## src/rtl/clk_div_pkg.sv

```systemverilog
// clk_div_pkg
// Shared definitions for the clock-divider controller:
//   state_t        controller state (IDLE, ARMED, RUN, STOPPING), 2-bit encoding
//   DEFAULT_WIDTH  default counter / config field width
//   MIN_DIV        smallest terminal count a configuration may latch
`timescale 1ns/1ps
package clk_div_pkg;

    typedef enum logic [1:0] {
        IDLE     = 2'd0,
        ARMED    = 2'd1,
        RUN      = 2'd2,
        STOPPING = 2'd3
    } state_t;

    localparam int DEFAULT_WIDTH = 6;
    localparam int MIN_DIV       = 1;

endpackage

```

## src/rtl/div_counter.sv

```systemverilog
// div_counter
// WIDTH-bit wrapping period counter used by clk_div_ctrl.
// Ports:
//   clk, reset   clock and asynchronous active-high reset
//   en           advance the counter this cycle
//   clr          synchronous clear to zero (dominates en)
//   term         terminal count; the counter wraps to 0 after reaching it
//   cnt          current count
//   cnt_nxt      value cnt takes at the next edge
//   at_term      combinational terminal detect (en && cnt == term)
//   tick         registered terminal detect, high the cycle after at_term
`timescale 1ns/1ps
module div_counter
    import clk_div_pkg::*;
#(
    parameter int WIDTH = DEFAULT_WIDTH
) (
    input  logic             clk,
    input  logic             reset,
    input  logic             en,
    input  logic             clr,
    input  logic [WIDTH-1:0] term,
    output logic [WIDTH-1:0] cnt,
    output logic [WIDTH-1:0] cnt_nxt,
    output logic             at_term,
    output logic             tick
);

    assign at_term = en && (cnt == term);

    always_comb begin
        cnt_nxt = cnt;
        if (clr) begin
            cnt_nxt = '0;
        end else if (en) begin
            cnt_nxt = at_term ? '0 : cnt + 1'b1;
        end
    end

    always_ff @(posedge clk or posedge reset) begin
        if (reset) begin
            cnt  <= '0;
            tick <= 1'b0;
        end else begin
            cnt  <= cnt_nxt;
            tick <= at_term && !clr;
        end
    end

endmodule

```

## src/rtl/clk_div_ctrl.sv

```systemverilog
// clk_div_ctrl
// Programmable clock-divider controller. Accepts a configuration over a
// valid/ready handshake, arms, then runs a wrapping period counter in
// continuous or one-shot mode, stopping gracefully at the period boundary.
// Ports:
//   clk, reset         clock and asynchronous active-high reset
//   cfg_valid/ready    configuration handshake (ready in IDLE and ARMED)
//   cfg_div            terminal count, period = cfg_div+1 (0 latched as 1)
//   cfg_high           div_out high time in cycles (not clamped)
//   cfg_oneshot        stop after one period
//   start, stop        level-sampled run / graceful-stop requests
//   busy               high in RUN or STOPPING
//   tick               one-cycle pulse per completed period
//   div_out            duty-programmable divided waveform
//   cnt                current counter value
//   done               one-cycle pulse when a run ends
//   casc_in            (only with CLK_DIV_CASCADE_EN) count enable from an
//                      upstream divider tick
// Build option: define CLK_DIV_CASCADE_EN to add casc_in.
`timescale 1ns/1ps
module clk_div_ctrl
    import clk_div_pkg::*;
#(
    parameter int WIDTH      = DEFAULT_WIDTH,
    parameter int RESET_DIV  = 1,
    parameter int RESET_HIGH = 1
) (
    input  logic             clk,
    input  logic             reset,
    input  logic             cfg_valid,
    output logic             cfg_ready,
    input  logic [WIDTH-1:0] cfg_div,
    input  logic [WIDTH-1:0] cfg_high,
    input  logic             cfg_oneshot,
    input  logic             start,
    input  logic             stop,
`ifdef CLK_DIV_CASCADE_EN
    input  logic             casc_in,
`endif
    output logic             busy,
    output logic             tick,
    output logic             div_out,
    output logic [WIDTH-1:0] cnt,
    output logic             done
);

    function automatic logic [WIDTH-1:0] clamp_div(input logic [WIDTH-1:0] v);
        return (v == '0) ? WIDTH'(MIN_DIV) : v;
    endfunction

    state_t           state, state_nxt;
    logic [WIDTH-1:0] div_reg, high_reg, high_nxt;
    logic             oneshot_reg;
    logic [WIDTH-1:0] cnt_nxt;
    logic             casc, running, busy_nxt, cfg_accept;
    logic             en, clr, terminal, done_nxt;

`ifdef CLK_DIV_CASCADE_EN
    assign casc = casc_in;
`else
    assign casc = 1'b1;
`endif

    assign running    = (state == RUN) || (state == STOPPING);
    assign busy       = running;
    assign cfg_ready  = (state == IDLE) || (state == ARMED);
    assign cfg_accept = cfg_valid && cfg_ready;
    assign en         = running && casc;
    // Holding the counter clear outside a run makes the ARMED->RUN
    // transition start from zero without a separate clear path.
    assign clr        = !running;

    div_counter #(.WIDTH(WIDTH)) u_counter (
        .clk     (clk),
        .reset   (reset),
        .en      (en),
        .clr     (clr),
        .term    (div_reg),
        .cnt     (cnt),
        .cnt_nxt (cnt_nxt),
        .at_term (terminal),
        .tick    (tick)
    );

    // Config registers: a config offered together with start in ARMED is
    // latched on the same edge and governs the run from its first period.
    always_ff @(posedge clk or posedge reset) begin
        if (reset) begin
            div_reg     <= WIDTH'(RESET_DIV);
            high_reg    <= WIDTH'(RESET_HIGH);
            oneshot_reg <= 1'b0;
        end else if (cfg_accept) begin
            div_reg     <= clamp_div(cfg_div);
            high_reg    <= cfg_high;
            oneshot_reg <= cfg_oneshot;
        end
    end

    assign high_nxt = cfg_accept ? cfg_high : high_reg;

    always_comb begin
        state_nxt = state;
        done_nxt  = 1'b0;
        case (state)
            IDLE: begin
                if (cfg_accept) state_nxt = ARMED;
            end
            ARMED: begin
                if (start) state_nxt = RUN;
            end
            RUN: begin
                if (terminal && (oneshot_reg || stop)) begin
                    state_nxt = ARMED;
                    done_nxt  = 1'b1;
                end else if (stop) begin
                    state_nxt = STOPPING;
                end
            end
            STOPPING: begin
                if (terminal) begin
                    state_nxt = ARMED;
                    done_nxt  = 1'b1;
                end
            end
            default: state_nxt = IDLE;
        endcase
    end

    assign busy_nxt = (state_nxt == RUN) || (state_nxt == STOPPING);

    always_ff @(posedge clk or posedge reset) begin
        if (reset) begin
            state   <= IDLE;
            done    <= 1'b0;
            div_out <= 1'b0;
        end else begin
            state   <= state_nxt;
            done    <= done_nxt;
            // Registered from next-state values so div_out lines up with
            // the cnt visible in the same cycle.
            div_out <= busy_nxt && (cnt_nxt < high_nxt);
        end
    end

endmodule

```

## config.mk

```make
export PLATFORM = sky130hd
export DESIGN_NAME = clk_div_ctrl
export DESIGN_NICKNAME = d
export VERILOG_FILES = /design/src/rtl/clk_div_pkg.sv /design/src/rtl/div_counter.sv /design/src/rtl/clk_div_ctrl.sv
export SDC_FILE = /design/constraint.sdc
export NUM_CORES = 1
export LEC_CHECK = 0
export ABC_AREA = 1
export CAP_MARGIN = 20
export CORE_UTILIZATION = 37
export DETAILED_ROUTE_END_ITERATION = 10
export PLACE_DENSITY = 0.67
export SLEW_MARGIN = 40
export SYNTH_ARGS = -nofsm -noshare
export SYNTH_HDL_FRONTEND = slang
export SYNTH_HIERARCHICAL = 1
export SYNTH_SLANG_ARGS = --single-unit
```

## constraint.sdc

```tcl
create_clock -name clk -period 3 [get_ports clk]
set_input_delay 0.6 -clock clk [delete_from_list [all_inputs] [get_ports clk]]
set_output_delay 0.6 -clock clk [all_outputs]
set_load 0.03 [all_outputs]
```

# After elaboration in Yosys (flattened, before gate mapping)
# Index checks and enable logic that the tools add are counted.
# totals
input_bits,18
wordCells,40
regBits,24
out_inout_bits,11
# classes
muxes,13
add_sub_neg,1
n_eq_ne,6
n_reduce_logical,11
magnitude_cmp,1
# op_table
op,count
$mux 6,4
$mux 2,5
$eq 2x2->1 const B,4
$pmux 2 s4,1
$add 6x1->6 const B,1
$eq 6x6->1,1
$logic_not 6->1,1
$lt 6x6->1,1
$logic_and 1x1->1,5
$logic_or 1x1->1,4
$eq 2x1->1 const B,1
$logic_not 2->1,1
$mux 1,2
$pmux 1 s2,1

# Longest topological paths before layout
# Gate-level depths: netlist of run 1.
# logic_depth
ltp_word,9
mapped_depth,14
ltp_nobuf,14

# Cells and area by module
# Netlist of run 1, hierarchy kept.
# by_module_without_submodules
module,instances,area_per_inst_um2,cells_each,seq_area_each_um2
clk_div_ctrl,1,889.6,95,427.9
div_counter,1,480.5,68,175.2

# Worst setup path before layout of run 1
# OpenSTA, ideal clock, no wires.
# synth_timing
kind,reg2reg
from,register state[1]
to,register div_out
arrival_time_ps,2140
setup_time_ps,73
period_less_slack_ps,2213
setup_slack_ps,787
required_ps,2927
path_stages_with_launch,14
path_buffers,1
cell_sequence,dfrtp_1 -> dlygate4sd1_1 -> inv_2 -> a21oi_2 -> nand3_2 -> nor2_4 -> nor2_2 -> inv_2 -> nor2_2 -> ha_1 -> a21oi_1 -> o21a_1 -> nand2_1 -> a21oi_2
# synth_between
word_cells_on_any_way,23
classes_between,order compare: 1; eq/ne: 5; mux: 9; reduce/logical: 8
# synth_lines
item,line,rtl
start: declaration,clk_div_ctrl.sv:51,"state_t state, state_nxt;"
start signal: assignment,clk_div_ctrl.sv:137,state <= state_nxt;
$eq 2x2->1,clk_div_ctrl.sv:64,assign running = (state == RUN) || (state == STOPPING);
$logic_or 1x1->1 *,clk_div_ctrl.sv:64,
via busy,clk_div_ctrl.sv:40,"output logic busy,"
$logic_and 1x1->1 *,div_counter.sv:29,assign at_term = en && (cnt == term);
via terminal,clk_div_ctrl.sv:56,"logic en, clr, terminal, done_nxt;"
$mux 6 *,div_counter.sv:36,cnt_nxt = at_term ? '0 : cnt + 1'b1;
$mux 6 *,div_counter.sv:33,if (clr) begin
via cnt_nxt[5],clk_div_ctrl.sv:54,logic [WIDTH-1:0] cnt_nxt;
$lt 6x6->1 *,clk_div_ctrl.sv:141,div_out <= busy_nxt && (cnt_nxt < high_nxt);
$logic_and 1x1->1 *,clk_div_ctrl.sv:141,
end signal: assignment,clk_div_ctrl.sv:141,
end: declaration,clk_div_ctrl.sv:42,"output logic div_out,"
# The timed path passes the listed nets; every way through them passes the cells marked *.
# A chain may end at the register's enable or synchronous reset.

# Final worst setup path of run 1
# layout_timing
from,input cfg_valid
to,register div_out
# layout_between
elab_chain_len,6
word_cells_on_any_way,9
classes_between,order compare: 1; eq/ne: 2; mux: 3; reduce/logical: 3
# layout_lines
item,line,rtl
start: declaration,clk_div_ctrl.sv:30,"input logic cfg_valid,"
$logic_and 1x1->1 *,clk_div_ctrl.sv:67,assign cfg_accept = cfg_valid && cfg_ready;
branches (longest 4 deep; another with $lt 6x6->1),-,
$logic_and 1x1->1 *,clk_div_ctrl.sv:141,
# Mark *: on every way between the ends.

==> metrics.md, run 1 <==
| Metric | Value |
|---|---|
| Worst vdd ir | between 0.4 and 0.5 mV |
| Initial Utilization | roughly two fifths |
| Clk_lat worst skew | roughly 0.26 ns |
| Layout cells sized above 1 | a little over an eighth |
| Antenna violations before repair | 0 |
| Post-CTS resize count | 0 |
| Max-slew headroom | a little under three fifths |
| Status | finished, final reports clean |
| First-pass GRT wire length | 4.88 mm |
| # Post-CTS Setup Buffers | 0 |
| Final setup skew | 0.00670 ns |
| Die extent in x | ~63 um |
| Worst min path class | flip-flop to flip-flop |
| Cell taking the most area after synthesis | dfrtp_1 |
| Lkg Pwr | between 0.8 and 0.9 nW |
| Most common flop cell mapped by yosys | dfrtp_1 |
| Fmax | around 450 MHz |
| Post-Route WL | 2.90 mm |
| Final period util | between 70% and 80% |
| Die H | ~63 um |
| Fin crit period | 2.20 ns |
| Core Area | between 3000 and 4000 sq um |
| CP Cell Sequence | clkdlybuf4s50_1 -> nand2_4 -> inv_2 -> or2_1 -> o21ai_2 -> ha_1 -> a21oi_1 -> o21a_1 -> nand2_1 -> a21oi_2 |
| 1st-pass router iterations | 4 |
| Startpoint types | input port |
| Synth-to-layout area growth | 24.7% |
| Setup CP Type | input port to flip-flop |
| Dominant cell by count in the synthesized netlist | nand2_1 |
| Least-Margin Pin Slew | 0.661 ns |
| Wirelength per Cell | approximately 12 um |
| Syn Nets | 187 |
| Diodes inserted | 0 |
| Worst slack, placed | around 0.53 ns |
| Sum Neg Setup Slack | 0 ns |
| Crit path max-delay family | buffers and inverters |
| Final Hold Vio Count | 0 |
| Vias in the first global route | about 1.1k |
| Pwr Density | between 1000 and 1500 nW/um^2 |
| Largest cells by area after synthesis | dfrtp_1 (40%), nand2_1 (11%), inv_1 (7.7%) |
| Mapped Area | 1370 sq um |
| Clock tree sinks | 24 |
| Clock-pin slew on the worst setup and hold paths | approximately 0.070 ns |
| Largest net degree at the start of global routing | 21 |
| Synth top area share | 40.2% |
| Mean post-synth cell area | approximately 8.4 sq um |
| Async SR Flop Fraction | between 90% and 100% |
| RSZ-0062 raised after global routing | no |
| CTS tree | done |
| Synth Warn # | 6 |
| Pins Over Slew Limit | 0 |
| CP Max Fanout | 20 |
| Highest cell delay on the worst timing path | between 0.4 and 0.5 ns |
| Endpoints failing setup | 0 |
| DR DRC count | 0 |
| Max-cap viol count | 0 |
| GPL Wtd Cong | ~0.92 |
| Gr ovfl total | 0 |
| Hold-fix buffers at CTS | 0 |
| Nets | about 220 |
| Commonest cells in the netlist | nand2_1 (39), inv_1 (28), dfrtp_1 (22) |
| Clock tree root buffer cell | clkbuf_8 |
| Kind of end point of the critical path | flip-flop |
| Port Buf Inserts | 28 |
| CP required | ~3.2 ns |
| Max clock buf depth | 2 |
| GRT Util Overall | ~16% |
| Netlist cell types | 31 |
| Final worst slack | approximately 0.80 ns |
| Worst Path Buf+Inv | 2 |
| Post-DR vias/cell | between 4 and 5 |
| Row cnt | 21 |
| Arrival @ worst endpoint | ~2.4 ns |
| Routed Antenna Nets | 0 |
| Sequential-to-total area share from yosys stat | 44.0% |
| Placed wire-length estimate | around 2.3 mm |
| Htree depth | 1 |
| Synth Register Bits | 24 |
| Total number of vias | roughly 1.1k |
| Total CTS buffers | 3 |
| Syn Inst Count | 163 |
| Slowest CP cell | clkdlybuf4s50_1 |
| # IOs | 29 |
| Die ar. | 3950 sq um |
| EDFF count, synth | 0 |
| Iter 0 DRT Violations | 33 |
==> power breakdown <==
group	switching (mW)	total, mW	internal [mW]	leakage [nW]
Clock	0.0947	0.189	0.0947	0.0228
Sequential	0.117	0.592	0.475	0.280
Combinational	0.610	1.01	0.399	0.548
Total	0.821	1.79	0.968	0.852
==> per-layer routing <==
layer | track usage (%) | vias to the layer above | wire length [um]
li1 | - | 558 | -
met5 | 0 | - | 0
met2 | 27.4 | 22 | 1440
met3 | 3.83 | 2 | 109
met4 | 4.36 | 0 | 17
met1 | 20.2 | 515 | 1340
==> cells in the final DEF, fill, tap and decap left out <==
cell type        synthesis  layout
nand2_1                 39      39
inv_1                   28      28
clkdlybuf4s50_1          0      28
dfrtp_1                 22      22
nor2_1                   9       9
o21ai_0                  6       6
ha_1                     6       6
inv_2                    5       5
or2_1                    5       5
a21oi_1                  5       5
o21ai_2                  4       4
nor2_2                   4       4
xor2_1                   4       4
nand3_1                  3       3
clkbuf_8                 0       3
nand3b_1                 2       2
o21a_1                   2       2
a21oi_2                  2       2
dfstp_2                  2       2
nor3_1                   2       2
nand2_4                  1       1
and2_1                   1       1
o311ai_0                 1       1
nand4_1                  1       1
o22ai_2                  1       1
clkbuf_1                 0       1
nand3_2                  1       1
nand2_2                  1       1
nor2_4                   1       1
nor3_2                   1       1
o21bai_1                 1       1
==> through the flow <==
stage               cell area (sq um)  util, %  total power [mW]  hold WS (ns)  std cells
finish                           1710     49.7              1.79         0.500        238
global route                     1710     49.7              1.96         0.526        238
CTS                              1710     49.7              1.80         0.509        238
detailed placement               1660     48.3              1.61         0.483        234
global placement                 1660     48.3              1.55         0.474        234
floorplan                        1370        -              1.31         0.403        163
==> worst min-delay path: cells and delay by family, from the launching register on <==
family | cells | cell delay, ns
flops | 1 | 0.32
compound gates | 1 | 0.09
simple gates | 1 | 0.04
==> cells by family (layout without fill, tap and decap cells) <==
logic type | count (synthesis) | in the layout | share of synthesized area (%)
AND/OR/NAND/NOR | 71 | 71 | 24.7
AO/OA/AOI/OAI | 22 | 22 | 11.0
buffers and inverters | 36 | 65 | 12.2
XOR/XNOR | 4 | 4 | 2.56
flip-flops | 24 | 24 | 44.0
adder cells (fa/ha/maj) | 6 | 6 | 5.48
==> final timing paths <==
| kind | from | to | slack (ns) | cells after the start |
|---|---|---|---|---|
| setup / recovery | cfg_valid | div_out$_DFF_PP0_ | 0.80 | 10 |
| hold / removal | high_reg[1]$_DFF_PP0_ | high_reg[1]$_DFF_PP0_ | 0.50 | 2 |
| setup reg to reg | state[1]$_DFF_PP0_ | div_out$_DFF_PP0_ | 0.87 | 10 |
| hold reg to reg | high_reg[1]$_DFF_PP0_ | high_reg[1]$_DFF_PP0_ | 0.50 | 2 |
| max in group asynchronous | reset | state[1]$_DFF_PP0_ | 1.82 | 2 |
| min in group asynchronous | reset | u_counter/cnt[1]$_DFF_PP0_ | 0.59 | 2 |
==> final cells by class <==
class	count	area, sq um
sequential	24	603
multi-input combinational	103	599
fill	336	1730
timing repair buffer	28	280
clock buffer	4	45.0
inverter	33	124
tap	46	57.6
Note: power is estimated with default switching activity, not from simulation.
==> inputs of run 2 (changes only) <==
PLACE_DENSITY = 0.69   (was 0.67)
clock period = 1.9 ns   (was 3 ns; I/O delays follow)
==> run 2 against run 1 <==
Against the previous run:
- the run now ends with setup timing left
- cell area rose by 11%
- power rose by 76%
- non-clock buffer count rose by 15
- via count rose by 2.0%
- worst setup slack got worse by 0.85 ns
- largest cell class is now multi-input gates
==> metrics.md, run 2 (synthesis results as in run 1) <==
| Metric | Value |
|---|---|
| Total number of vias | 1119 (was 1097) |
| Setup CP Type | flip-flop to flip-flop (was input port to flip-flop) |
| # IOs | 29 (unchanged) |
| Kind of end point of the critical path | flip-flop (unchanged) |
| Startpoint types | flip-flop (was input port) |
| Largest net degree at the start of global routing | 18 (was 21) |
| 1st-pass router iterations | 4 (unchanged) |
| Clock-pin slew on the worst setup and hold paths | 0.09 ns (was 0.07 ns) |
| Pwr Density | 1660 nW/um^2 (was 1050 nW/um^2) |
| Diodes inserted | 0 (unchanged) |
| Internal | 1.76 mW (was 0.968 mW) |
| GRT Util Overall | 15.3% (was 16.1%) |
| Layout cells sized above 1 | 26.6% (was 13.5%) |
| Endpoints failing setup | 1 (was 0) |
| Nets | 232 (was 217) |
| Final Util | 55.3% (was 49.7%) |
| Die extent in x | 62.9 um (unchanged) |
| Lkg Pwr | 0.922 nW (was 0.852 nW) |
| RSZ-0062 raised after global routing | yes (was no) |
| Clock power frac | 9.7% (was 10.6%) |
| Row cnt | 21 (unchanged) |
| Vias in the first global route | 1077 (was 1075) |
| Comb power frac | 60.8% (was 56.3%) |
| Core Area | 3440 sq um (unchanged) |
| Sequential group share of total power | 29.5% (was 33.1%) |
| First-pass GRT wire length | 4.64 mm (was 4.88 mm) |
| Total CTS buffers | 3 (unchanged) |
| Port Buf Inserts | 28 (unchanged) |
| Final period util | 103% |
| Leading cell types in the layout, fill and taps excluded | nand2_1 (39), inv_1 (27), clkdlybuf4s50_1 (26) (was nand2_1 (39), inv_1 (28), clkdlybuf4s50_1 (28)) |
| CP required | 2.09 ns (was 3.19 ns) |
| Worst min path class | input port to asynchronous set/reset pin (was flip-flop to flip-flop) |
| Htree depth | 1 (unchanged) |
| Max-slew headroom | 79.0% (was 55.9%) |
| Pins Over Slew Limit | 0 (unchanged) |
| Failing checks | setup timing |
| Final worst slack | -0.0519 ns (was 0.801 ns) |
| Clock tree root buffer cell | clkbuf_8 (unchanged) |
| CP Max Fanout | 4 (was 20) |
| Post-DR vias/cell | 4.42 (was 4.61) |
| Arrival @ worst endpoint | 2.15 ns (was 2.39 ns) |
| Placed wire-length estimate | 2.18 mm (was 2.33 mm) |
| # fillers | 335 (was 336) |
| Final setup skew | 0.0103 ns (was 0.00670 ns) |
| Max-cap viol count | 0 (unchanged) |
| Die H | 62.9 um (unchanged) |
| GPL Wtd Cong | 0.853 (was 0.920) |
| Sw Ratio | 44.3% (was 45.9%) |
| Gr ovfl total | 0 (unchanged) |
| Psw | 1.40 mW (was 0.821 mW) |
| CTS tree | done (unchanged) |
| Worst vdd ir | 0.833 mV (was 0.408 mV) |
| Die ar. | 3950 sq um (unchanged) |
| Final Instance Area | 1900 sq um (was 1710 sq um) |
| Fmax | a little over 500 MHz |
| Hold-fix buffers at CTS | 0 (unchanged) |
| Wirelength per Cell | 11.1 um (was 12.2 um) |
| Synth-to-layout area growth | 39.0% (was 24.7%) |
| Worst R2R Setup Slack | -0.05 ns (was 0.87 ns) |
| Antenna violations before repair | 0 (unchanged) |
| Worst slack, placed | -0.133 ns (was 0.527 ns) |
| Most common library cell in the layout ignoring fill and taps | nand2_1 (unchanged) |
| Worst Hold Slack | 0.370 ns (was 0.500 ns) |
| DR DRC count | 0 (unchanged) |
| Final Hold Vio Count | 0 (unchanged) |
| Placed Area | 1760 sq um (was 1660 sq um) |
| Routed Antenna Nets | 0 (unchanged) |
| Max clock buf depth | 2 (unchanged) |
| Least-Margin Pin Slew | 0.312 ns (was 0.661 ns) |
| Pwr Total | 3.15 mW (was 1.79 mW) |
| Status | finished with violations (was finished, final reports clean) |
| Fin crit period | 1.95 ns |
| Iter 0 DRT Violations | 40 (was 33) |
| Initial Utilization | 39.8% (unchanged) |
| Clk_lat worst skew | 0.27 ns (was 0.26 ns) |
| Clock tree sinks | 24 (unchanged) |
| Post-Route WL | 2.81 mm (was 2.90 mm) |
run 2: cell types whose count changed in the layout (fill, tap and decap cells not counted), moves of 4 or more:
cell | previous run | this run
dfrtp_2 | 0 | 4
nor2_4 | 1 | 5
dfrtp_1 | 22 | 18
buf_4 | 0 | 15
run 2: final timing paths:
path / startpoint / to / cells after the start
min: reset / u_counter/tick$_DFF_PP0_ / 2
max: div_reg[0]$_DFFE_PP1N_ / div_out$_DFF_PP0_ / 12
min in group clk: oneshot_reg$_DFFE_PP0N_ / oneshot_reg$_DFFE_PP0N_ / 2
max in group asynchronous: reset / high_reg[0]$_DFF_PP1_ / 3
min reg2reg: oneshot_reg$_DFFE_PP0N_ / oneshot_reg$_DFFE_PP0N_ / 2
max reg2reg: div_reg[0]$_DFFE_PP1N_ / div_out$_DFF_PP0_ / 12
run 2: cell type report:
| class | count | area [sq um] | area share (%) |
|---|---|---|---|
| clock buffer | 4 | 45.0 | 2.37 |
| sequential | 24 | 608 | 31.9 |
| multi-input combinational | 103 | 677 | 35.5 |
| inverter | 33 | 126 | 6.64 |
| tap | 46 | 57.6 | 3.02 |
| timing repair buffer | 43 | 390 | 20.5 |
run 2: critical path: stages, from the launching register on:
cell	delay (ns)
dfstp_2	0.57
inv_2	0.04
a21oi_2	0.13
nand3_2	0.11
nor2_4	0.16
nor2_4	0.06
inv_4	0.11
nor2_4	0.05
ha_4	0.24
a21oi_2	0.13
o21a_1	0.13
nand2_1	0.06
a21oi_2	0.10
run 2: metrics by stage:
step / TNS [ns] / cells
2_1_floorplan: 0 / 163
3_3_place_gp: -0.110 / 246
3_5_place_dp: -0.133 / 246
4_1_cts: -0.00832 / 253
5_1_grt: -0.110 / 253
6_report: -0.0519 / 253
run 2: per-layer routing:
| layer | vias up | part of all wire (%) | GRT usage (%) |
|---|---|---|---|
| met5 | - | 0 | 0 |
| met4 | 0 | 1.0 | 6.10 |
| met3 | 2 | 3.6 | 4.01 |
| met2 | 21 | 48 | 25.1 |
| met1 | 508 | 48 | 19.0 |
| li1 | 588 | - | - |
run 2: timing repair:
item / 4_1_cts / 5_1_grt
endpoints found under the setup margin: 3 / 1
setup buffers: 3 / 0
endpoints found under the hold margin: 0 / 0
pin swaps: 1 / 9
resized for setup: 4 / 15
run 2: power groups by stage:
stage	registers [mW]	clock network (mW)	logic, mW
floorplan	1.03	0	1.04
finish	0.932	0.305	1.92
detailed placement	0.941	0	1.67
global route	0.960	0.340	2.13
global placement	0.936	0	1.64
CTS	0.930	0.320	1.73
==> inputs of run 3 (changes only) <==
PLACE_DENSITY = 0.67   (was 0.69)
TNS_END_PERCENT = 1   (was unset)
clock period = 2 ns   (was 1.9 ns; I/O delays follow)
==> run 3 against run 2 <==
Against the previous run:
- the flow now finishes without violations
- sequential share of layout area rose by 0.44 points
- power fell by 6.1%
- worst setup slack improved by 0.083 ns
- flip-flop and latch count did not move
- non-clock buffer count fell by 3
- combinational power fell by 9%
- core utilization fell by 0.87 points
- count of clock-buffer cells in the layout did not move
- register-to-register slack improved by 0.08 ns
- critical path type unchanged
- largest cell class unchanged
==> metrics.md, run 3 (synthesis results as in run 1) <==
| Metric | Value |
|---|---|
| Startpoint types | flip-flop (unchanged) |
| # fillers | 317 (was 335) |
| Vias in the first global route | 1060 (was 1077) |
| Clock-pin slew on the worst setup and hold paths | 0.08 ns (was 0.09 ns) |
| First-pass GRT wire length | 4.63 mm (was 4.64 mm) |
| Die H | 62.9 um (unchanged) |
| Antenna violations before repair | 0 (unchanged) |
| # IOs | 29 (unchanged) |
| Post-DR vias/cell | 4.47 (was 4.42) |
| Status | finished, final reports clean (was finished with violations) |
| Placed Area | 1740 sq um (was 1760 sq um) |
| Placed wire-length estimate | 2.21 mm (was 2.18 mm) |
| Die ar. | 3950 sq um (unchanged) |
| Clock power frac | 11.0% (was 9.7%) |
| Psw | 1.31 mW (was 1.40 mW) |
| Largest net degree at the start of global routing | 14 (was 18) |
| Arrival @ worst endpoint | 2.17 ns (was 2.15 ns) |
| Endpoints failing setup | 0 (was 1) |
| Fmax | 508 MHz (was 512 MHz) |
| Post-Route WL | 2.78 mm (was 2.81 mm) |
| Diodes inserted | 0 (unchanged) |
| Routed Antenna Nets | 0 (unchanged) |
| Initial Utilization | 39.8% (unchanged) |
| Final Hold Vio Count | 0 (unchanged) |
| CTS tree | done (unchanged) |
| GPL Wtd Cong | 0.853 (about the same) |
| Least-Margin Pin Slew | 0.355 ns (was 0.312 ns) |
| 1st-pass router iterations | 4 (unchanged) |
| Lkg Pwr | 0.914 nW (was 0.922 nW) |
| Total CTS buffers | 3 (unchanged) |
| Internal | 1.65 mW (was 1.76 mW) |
| Total number of vias | 1118 (was 1119) |
| Most common library cell in the layout ignoring fill and taps | nand2_1 (unchanged) |
| Final setup skew | 0.00174 ns (was 0.0103 ns) |
| DR DRC count | 0 (unchanged) |
| Sequential group share of total power | 30.0% (was 29.5%) |
| Iter 0 DRT Violations | 47 (was 40) |
| Sum Neg Setup Slack | 0 ns (was -0.0519 ns) |
| Worst min path class | input port to asynchronous set/reset pin (unchanged) |
| Gr ovfl total | 0 (unchanged) |
| Pwr Density | 1580 nW/um^2 (was 1660 nW/um^2) |
| Clock tree root buffer cell | clkbuf_8 (unchanged) |
| Post-route non-filler standard cell count | 250 (was 253) |
| Fin crit period | 1.97 ns (was 1.95 ns) |
| Synth-to-layout area growth | 36.8% (was 39.0%) |
| Htree depth | 1 (unchanged) |
| RSZ-0062 raised after global routing | yes (unchanged) |
| Nets | 229 (was 232) |
| Core Area | 3440 sq um (unchanged) |
| Worst slack, placed | -0.0942 ns (was -0.133 ns) |
| Row cnt | 21 (unchanged) |
| Leading cell types in the layout, fill and taps excluded | nand2_1 (38), clkdlybuf4s50_1 (27), inv_1 (26) (was nand2_1 (39), inv_1 (27), clkdlybuf4s50_1 (26)) |
| Final Instance Area | 1870 sq um (was 1900 sq um) |
| Layout cells sized above 1 | 25.5% (was 26.6%) |
| Kind of end point of the critical path | flip-flop (unchanged) |
| Clock tree sinks | 24 (unchanged) |
| Final period util | 98.4% (was 103%) |
| Die extent in x | 62.9 um (unchanged) |
| Final Util | 54.5% (was 55.3%) |
| Setup CP Type | flip-flop to flip-flop (unchanged) |
| Comb power frac | 59.0% (was 60.8%) |
| Max-cap viol count | 0 (unchanged) |
| Sw Ratio | 44.3% (about the same) |
| Clk_lat worst skew | 0.26 ns (was 0.27 ns) |
| Max-slew headroom | 76.3% (was 79.0%) |
| Placed cells | 244 (was 246) |
| GRT Util Overall | 14.9% (was 15.3%) |
| Worst vdd ir | 0.634 mV (was 0.833 mV) |
| CP Max Fanout | 4 (unchanged) |
| CP required | 2.20 ns (was 2.09 ns) |
| Max clock buf depth | 2 (unchanged) |
| Wirelength per Cell | 11.1 um (about the same) |
| Pins Over Slew Limit | 0 (unchanged) |
| Port Buf Inserts | 28 (unchanged) |
| Final worst slack | 0.0313 ns (was -0.0519 ns) |
-- run 3: repair_timing --
item	4_1_cts	5_1_grt
hold buffers	0	0
resized for setup	1	15
pin swaps	0	9
endpoints found under the setup margin	1	1
buffers inserted	0	2
-- run 3: worst paths after layout --
path | from | slack (ns) | end | cells past startpoint
worst max register to register | div_reg[0]$_DFFE_PP1N_ | 0.03 | div_out$_DFF_PP0_ | 12
worst max-delay path | div_reg[0]$_DFFE_PP1N_ | 0.03 | div_out$_DFF_PP0_ | 12
max in group asynchronous | reset | 1.03 | div_reg[0]$_DFFE_PP1N_ | 3
worst min-delay path | reset | 0.39 | u_counter/cnt[1]$_DFF_PP0_ | 2
worst min register to register | oneshot_reg$_DFFE_PP0N_ | 0.51 | oneshot_reg$_DFFE_PP0N_ | 2
min in group clk | oneshot_reg$_DFFE_PP0N_ | 0.51 | oneshot_reg$_DFFE_PP0N_ | 2
-- run 3: layout make-up --
cell class | instances | area (sq um) | area share [%]
clock buffers | 4 | 55.1 | 2.94
repair buffers | 40 | 369 | 19.7
flip-flops and latches | 24 | 607 | 32.4
well taps | 46 | 57.6 | 3.07
multi-input cells | 103 | 662 | 35.3
inverters | 33 | 124 | 6.61
-- run 3: routing by layer --
| layer | track usage (%) | part of all wire [%] |
|---|---|---|
| met4 | 4.36 | 0.61 |
| met1 | 18.9 | 48 |
| met5 | 0 | 0 |
| met2 | 26.1 | 49 |
| met3 | 2.37 | 2.5 |
-- run 3: power by group through the flow --
stage                     sequential [mW]  combinational (mW)  clock [mW]
final                               0.887                1.75       0.326
after global routing                0.923                1.96       0.352
after CTS                           0.881                1.55       0.334
after detailed placement            0.891                1.55           0
after global placement              0.881                1.50           0
after floorplan                     0.978               0.985           0
-- run 3: critical path, cell delays in order (launching register included) --
cell and delay [ns]:
dfstp_2 0.57, inv_2 0.04, a21oi_2 0.13, nand3_2 0.12, nor2_4 0.12, nor2_2 0.05, inv_2 0.12, nor2_4 0.06
ha_4 0.25, a21oi_2 0.13, o21a_1 0.13, nand2_1 0.06, a21oi_2 0.10
-- run 3: per-stage QoR --
stage	hold slack, ns	total power, mW
after CTS	0.394	2.77
final	0.388	2.96
after global routing	0.415	3.23
after detailed placement	0.482	2.44
after floorplan	0.203	1.96
after global placement	0.484	2.39
